===== src/rtl/output_tile_drain.sv =====
`default_nettype none
//==============================================================================
// Module      : output_tile_drain
// Description : Captures a full HEIGHT x WIDTH output tile from the shared
//               adder bus in one cycle, then streams it downstream one row per
//               beat over a valid/ready interface.
// Revision    : 1.0 - initial release
//==============================================================================

`ifndef OUT_BIN_LEN
`define OUT_BIN_LEN 16
`endif
`ifndef OUTPUT_HEIGHT
`define OUTPUT_HEIGHT 4
`endif
`ifndef OUTPUT_WIDTH
`define OUTPUT_WIDTH 4
`endif

module output_tile_drain #(
    parameter int BIN_LEN = `OUT_BIN_LEN,
    parameter int HEIGHT  = `OUTPUT_HEIGHT,
    parameter int WIDTH   = `OUTPUT_WIDTH,
    parameter int CNT_W   = 16,
    parameter int IDX_W   = (HEIGHT > 1) ? $clog2(HEIGHT) : 1
) (
    input  logic                                      clock_i,
    input  logic                                      reset_i,
    input  logic [HEIGHT-1:0][WIDTH-1:0][BIN_LEN-1:0] bus_vals_i,
    input  logic                                      capture_req_i,
    output logic                                      capture_ack_o,
    output logic [WIDTH*BIN_LEN-1:0]                  out_row_o,
    output logic [IDX_W-1:0]                          out_row_idx_o,
    output logic                                      out_valid_o,
    output logic                                      out_last_o,
    input  logic                                      out_ready_i,
    output logic                                      busy_o,
    output logic [CNT_W-1:0]                          tile_count_o
);

    localparam logic [IDX_W-1:0] c_LAST_ROW = IDX_W'(HEIGHT - 1);

    typedef enum logic {
        S_IDLE  = 1'b0,
        S_DRAIN = 1'b1
    } state_t;

    state_t                                  state_q;
    logic [HEIGHT-1:0][WIDTH-1:0][BIN_LEN-1:0] buffer_q;
    logic [IDX_W-1:0]                        row_ptr_q;
    logic [CNT_W-1:0]                        tile_count_q;

    logic w_beat;
    logic w_last_beat;
    logic w_can_capture;
    logic w_capture;

    // Handshake decode: a new tile may land while idle or on the final beat.
    always_comb begin
        w_beat        = (state_q == S_DRAIN) && out_ready_i;
        w_last_beat   = w_beat && (row_ptr_q == c_LAST_ROW);
        w_can_capture = (state_q == S_IDLE) || w_last_beat;
        w_capture     = capture_req_i && w_can_capture;
    end

    // Drain FSM: captures the tile, walks the row pointer, chains tiles.
    always_ff @(posedge clock_i or posedge reset_i) begin
        if (reset_i) begin
            state_q   <= S_IDLE;
            buffer_q  <= '0;
            row_ptr_q <= '0;
        end else if (w_capture) begin
            // The bus is only sampled here, so a floating bus never enters.
            state_q   <= S_DRAIN;
            buffer_q  <= bus_vals_i;
            row_ptr_q <= '0;
        end else if (w_last_beat) begin
            state_q   <= S_IDLE;
            row_ptr_q <= '0;
        end else if (w_beat) begin
            row_ptr_q <= row_ptr_q + 1'b1;
        end
    end

    // Completed-tile counter; wraps naturally at its width.
    always_ff @(posedge clock_i or posedge reset_i) begin
        if (reset_i) begin
            tile_count_q <= '0;
        end else if (w_last_beat) begin
            tile_count_q <= tile_count_q + CNT_W'(1);
        end
    end

    // A single-row tile has no pointer to select with.
    generate
        if (HEIGHT == 1) begin : g_single_row
            assign out_row_o = buffer_q[0];
        end else begin : g_multi_row
            assign out_row_o = buffer_q[row_ptr_q];
        end
    endgenerate

    assign capture_ack_o = w_capture;
    assign out_row_idx_o = row_ptr_q;
    assign out_valid_o   = (state_q == S_DRAIN);
    assign out_last_o    = (state_q == S_DRAIN) && (row_ptr_q == c_LAST_ROW);
    assign busy_o        = (state_q == S_DRAIN);
    assign tile_count_o  = tile_count_q;

endmodule

`default_nettype wire


===== config.mk =====
export PLATFORM = sky130hd
export DESIGN_NAME = output_tile_drain
export DESIGN_NICKNAME = d
export VERILOG_FILES = /design/src/rtl/output_tile_drain.sv
export SDC_FILE = /design/constraint.sdc
export NUM_CORES = 1
export LEC_CHECK = 0
export ABC_CLOCK_PERIOD_IN_PS = 9580
export BUFFER_PORTS_ARGS = -buffer_cell sky130_fd_sc_hd__buf_2
export CORE_UTILIZATION = 28
export CTS_CLUSTER_SIZE = 16
export DETAILED_ROUTE_END_ITERATION = 10
export PLACE_DENSITY = 0.56
export SLEW_MARGIN = 20
export SYNTH_ARGS = -nofsm -noshare
export SYNTH_HDL_FRONTEND = slang
export SYNTH_SLANG_ARGS = --single-unit

===== constraint.sdc =====
create_clock -name clock_i -period 9.58 [get_ports clock_i]
set_input_delay 0 -clock clock_i [delete_from_list [all_inputs] [get_ports clock_i]]
set_output_delay 0 -clock clock_i [all_outputs]
set_load 0.02 [all_outputs]

==> impl_summary.log <==
INFO  metric synth_area_leaders = dfrtp_1, mux2_2, mux4_2, buf_4, buf_2
INFO  metric number_of_antenna_violating_nets_in_the_routed_design = 0
INFO  metric syn_to_final_growth = 50.38%
INFO  metric slew_violations = 0
INFO  metric maximum_capacitance_violations = 0
INFO  metric clockPowerShare = 24.3%
INFO  metric htree_num_levels = 2
INFO  metric skew = 12.59 ps
INFO  metric place.detailed.hpwl = 19.56 mm
INFO  metric worstMarginPinSlew = 998.2 ps
INFO  metric core-area = 0.04204 mm2
INFO  metric synth_seq_area_share = 57.65%
INFO  metric drt-pass1-iter-count = 4
INFO  metric post_drt_via_cell_ratio = 4.438
INFO  metric path_class = reg2out
INFO  metric synth_cells = 703
INFO  metric setup.worst_path.end_class = primary output
INFO  metric p_leak = 8.028 nW
INFO  metric yosys_register_bits = 275
INFO  metric pwr-share-seq = 36.9%
INFO  metric netlist.area_leader.share = 57.65%
INFO  metric synth_warnings = 0
INFO  metric postCtsSetupBuffers = 0
INFO  metric synth_fp_nets = 965
INFO  metric chip_width = 208.5 um
INFO  metric cts_tree = built
INFO  metric worst_ir_drop_vdd = 0.0001873 V
INFO  metric port-buffer-count = 345
INFO  metric gp_congestion = 0.7314
INFO  metric share_of_layout_cells_above_drive_strength_1 = 55.56%
INFO  metric detailedRoute.firstIterationViolations = 242
INFO  metric pwr-share-comb = 38.9%
INFO  metric clock_insertion_delay_worst_skew = 520 ps
INFO  metric timing.final.hold_violations = 0
INFO  metric fp.dieArea = 0.04346 mm2
INFO  metric hp-class = in2async
INFO  metric final-setup-viol-count = 0
INFO  metric initial_utilization = 28.39%
INFO  metric syn_avg_cell_area = 16.98 um2
INFO  metric count_of_unresolved_drc_violations_after_routing = 0
INFO  metric netlist-cell-type-count = 27
INFO  metric tritoncts.num_buffers = 35
INFO  metric post_cts.resized_instances = 0
INFO  metric grt_use_total = 14.53%
INFO  metric clock-root-buffer = clkbuf_16
INFO  metric clock_tree_sinks = 275
INFO  metric arrival = 3600 ps
INFO  metric total_internal_power = 3.810 mW
INFO  metric cp.required = 9580 ps
INFO  metric boundaryPins = 346
INFO  metric rsz_0062_raised_after_global_routing = false
INFO  metric syn_area = 0.01194 mm2
INFO  metric timing.final.crit_period = 3598 ps
INFO  metric grt_max_degree = 151
INFO  metric period_utilisation_layout = 37.56%
INFO  metric fmax = 277.9 MHz
INFO  metric vias = 8299
INFO  metric grt_first_pass_wirelength = 50.49 mm
INFO  metric height_of_the_die = 208.5 um
INFO  metric start_kind = flip-flop
INFO  metric finalWirelength = 30.74 mm
INFO  metric cts.path.max_buffers = 3
INFO  metric power.share.switching = 32.37%
INFO  metric cellPowerDensity = 313.9 mW/mm2
INFO  metric worst_hold_slack = 113.0 ps
INFO  metric timing.setup.tns = 0 ps
INFO  metric number_of_nets_in_the_layout = 1567
INFO  metric synth_top_area_cell = dfrtp_1
INFO  metric wl_per_cell = 16.44 um
INFO  metric clk_transition_reported_paths = 60 ps
INFO  metric antenna_violations_before_repair = 2
INFO  metric grt_pass1_vias = 9409
INFO  metric total_switching_power = 1.824 mW
INFO  metric status = completed
INFO  metric rows = 75
INFO  metric cp_max_fo = 75
INFO  metric global_route.overflow_total = 0
INFO  metric worst_slew_margin_rel = 33.45%
==> layout make-up <==
class,instances,area [um2]
Clock buffer,54,1100
Multi-Input combinational cell,377,4743
Clock inverter,8,123.9
Inverter,4,22.52
Tap cell,539,674.4
Timing Repair Buffer,612,4394
Sequential cell,275,6889
Antenna cell,1,2.502
Fill cell,3839,24090
==> cell usage after synthesis <==
library cell	count
a22o_1	2
and2_1	2
and3_1	3
buf_1	5
buf_2	14
buf_4	24
buf_6	2
clkbuf_1	2
dfrtp_1	275
ha_1	2
inv_1	4
mux2_2	258
mux4_2	64
nand2_1	9
nand2b_1	1
nand3_1	6
nand4_1	2
nand4_4	1
nor2_1	5
nor2_2	1
nor3_1	1
nor3_4	2
nor4_1	1
o21ai_0	1
or4_4	1
xnor2_1	7
xor2_1	8
==> what timing repair did <==
action,4_1_cts,5_1_grt
hold endpoints to repair,347,0
endpoints found under the setup margin,0,0
hold buffers,260,0
==> state kept, by name (all words and copies together), names as in the netlist <==
| register | cells |
|---|---|
| busy_o | 1 |
| buffer_q | 256 |
| out_row_idx_o | 2 |
| tile_count_o | 16 |
==> logic make-up (layout without fill, tap and decap cells) <==
kind of cell | count (synthesis) | count (layout) | synth area share, %
multiplexers | 322 | 322 | 36.42
flip-flops | 275 | 275 | 57.65
adder cells (fa/ha/maj) | 2 | 2 | 0.2096
buffers and inverters | 51 | 678 | 2.631
AND/OR/NAND/NOR | 35 | 35 | 1.803
AO/OA/AOI/OAI | 3 | 3 | 0.1887
other | 0 | 1 | 0
XOR/XNOR | 15 | 15 | 1.101
==> power groups by stage <==
stage	Sequential [mW]	Clock (mW)	Combinational (mW)
CTS	2.09	1.42	2.21
floorplan	1.95	0	1.66
detailed placement	2.10	0	2.12
finish	2.08	1.37	2.19
global route	2.17	1.47	2.34
global placement	2.08	0	2.09
==> metrics by stage <==
step	cells	area (um2)	worst slack (ps)	power, mW	util (%)
after floorplan	703	11940	2000	3.604	-
after global placement	1547	14120	6250	4.176	33.59
after detailed placement	1547	14120	6240	4.223	33.59
after CTS	1869	17950	5879	5.722	42.69
after global routing	1870	17950	5664	5.978	42.70
final	1870	17950	5982	5.634	42.70
==> routing by layer <==
metal	vias to the layer above	GRT usage [%]	wire length, um
met3	66	4.045	1982
met1	4170	17.76	12850
met2	240	23.88	14850
met5	-	0	13
met4	2	6.513	1047
li1	3821	-	-
==> worst paths after layout <==
| path | from | endpoint | slack (ps) | cells past startpoint |
|---|---|---|---|---|
| min in group clock_i | bus_vals_i[173] | buffer_q[173] | 240 | 3 |
| max | out_row_idx_o[0] | capture_ack_o | 5980 | 6 |
| min | reset_i | buffer_q[144] | 110 | 3 |
| max in group asynchronous | reset_i | buffer_q[3] | 7460 | 5 |
| min reg2reg | tile_count_o[15] | tile_count_o[15] | 470 | 1 |
| max reg2reg | out_row_idx_o[0] | buffer_q[18] | 6250 | 6 |
==> cell usage in the layout, fill, tap and decap left out, drive strengths merged <==
master       Yosys  final
buf             45    352
dfrtp          275    275
dlygate4sd3      0    260
mux2           258    258
mux4            64     64
clkbuf           2     54
nand2            9      9
xor2             8      8
xnor2            7      7
nand3            6      6
nor2             6      6
inv              4      4
and3             3      3
bufinv           0      3
nand4            3      3
nor3             3      3
clkinv           0      3
a22o             2      2
ha               2      2
clkinvlp         0      2
and2             2      2
diode            0      1
or4              1      1
o21ai            1      1
nand2b           1      1
nor4             1      1
==> critical path, cell delays in order (launching register included) <==
cell and delay (ps):
dfrtp_4 810, ha_1 430, nand2_1 90, nand2_1 100
and2_4 450, buf_4 810, buf_2 310
(Power assumes the default switching activity.)
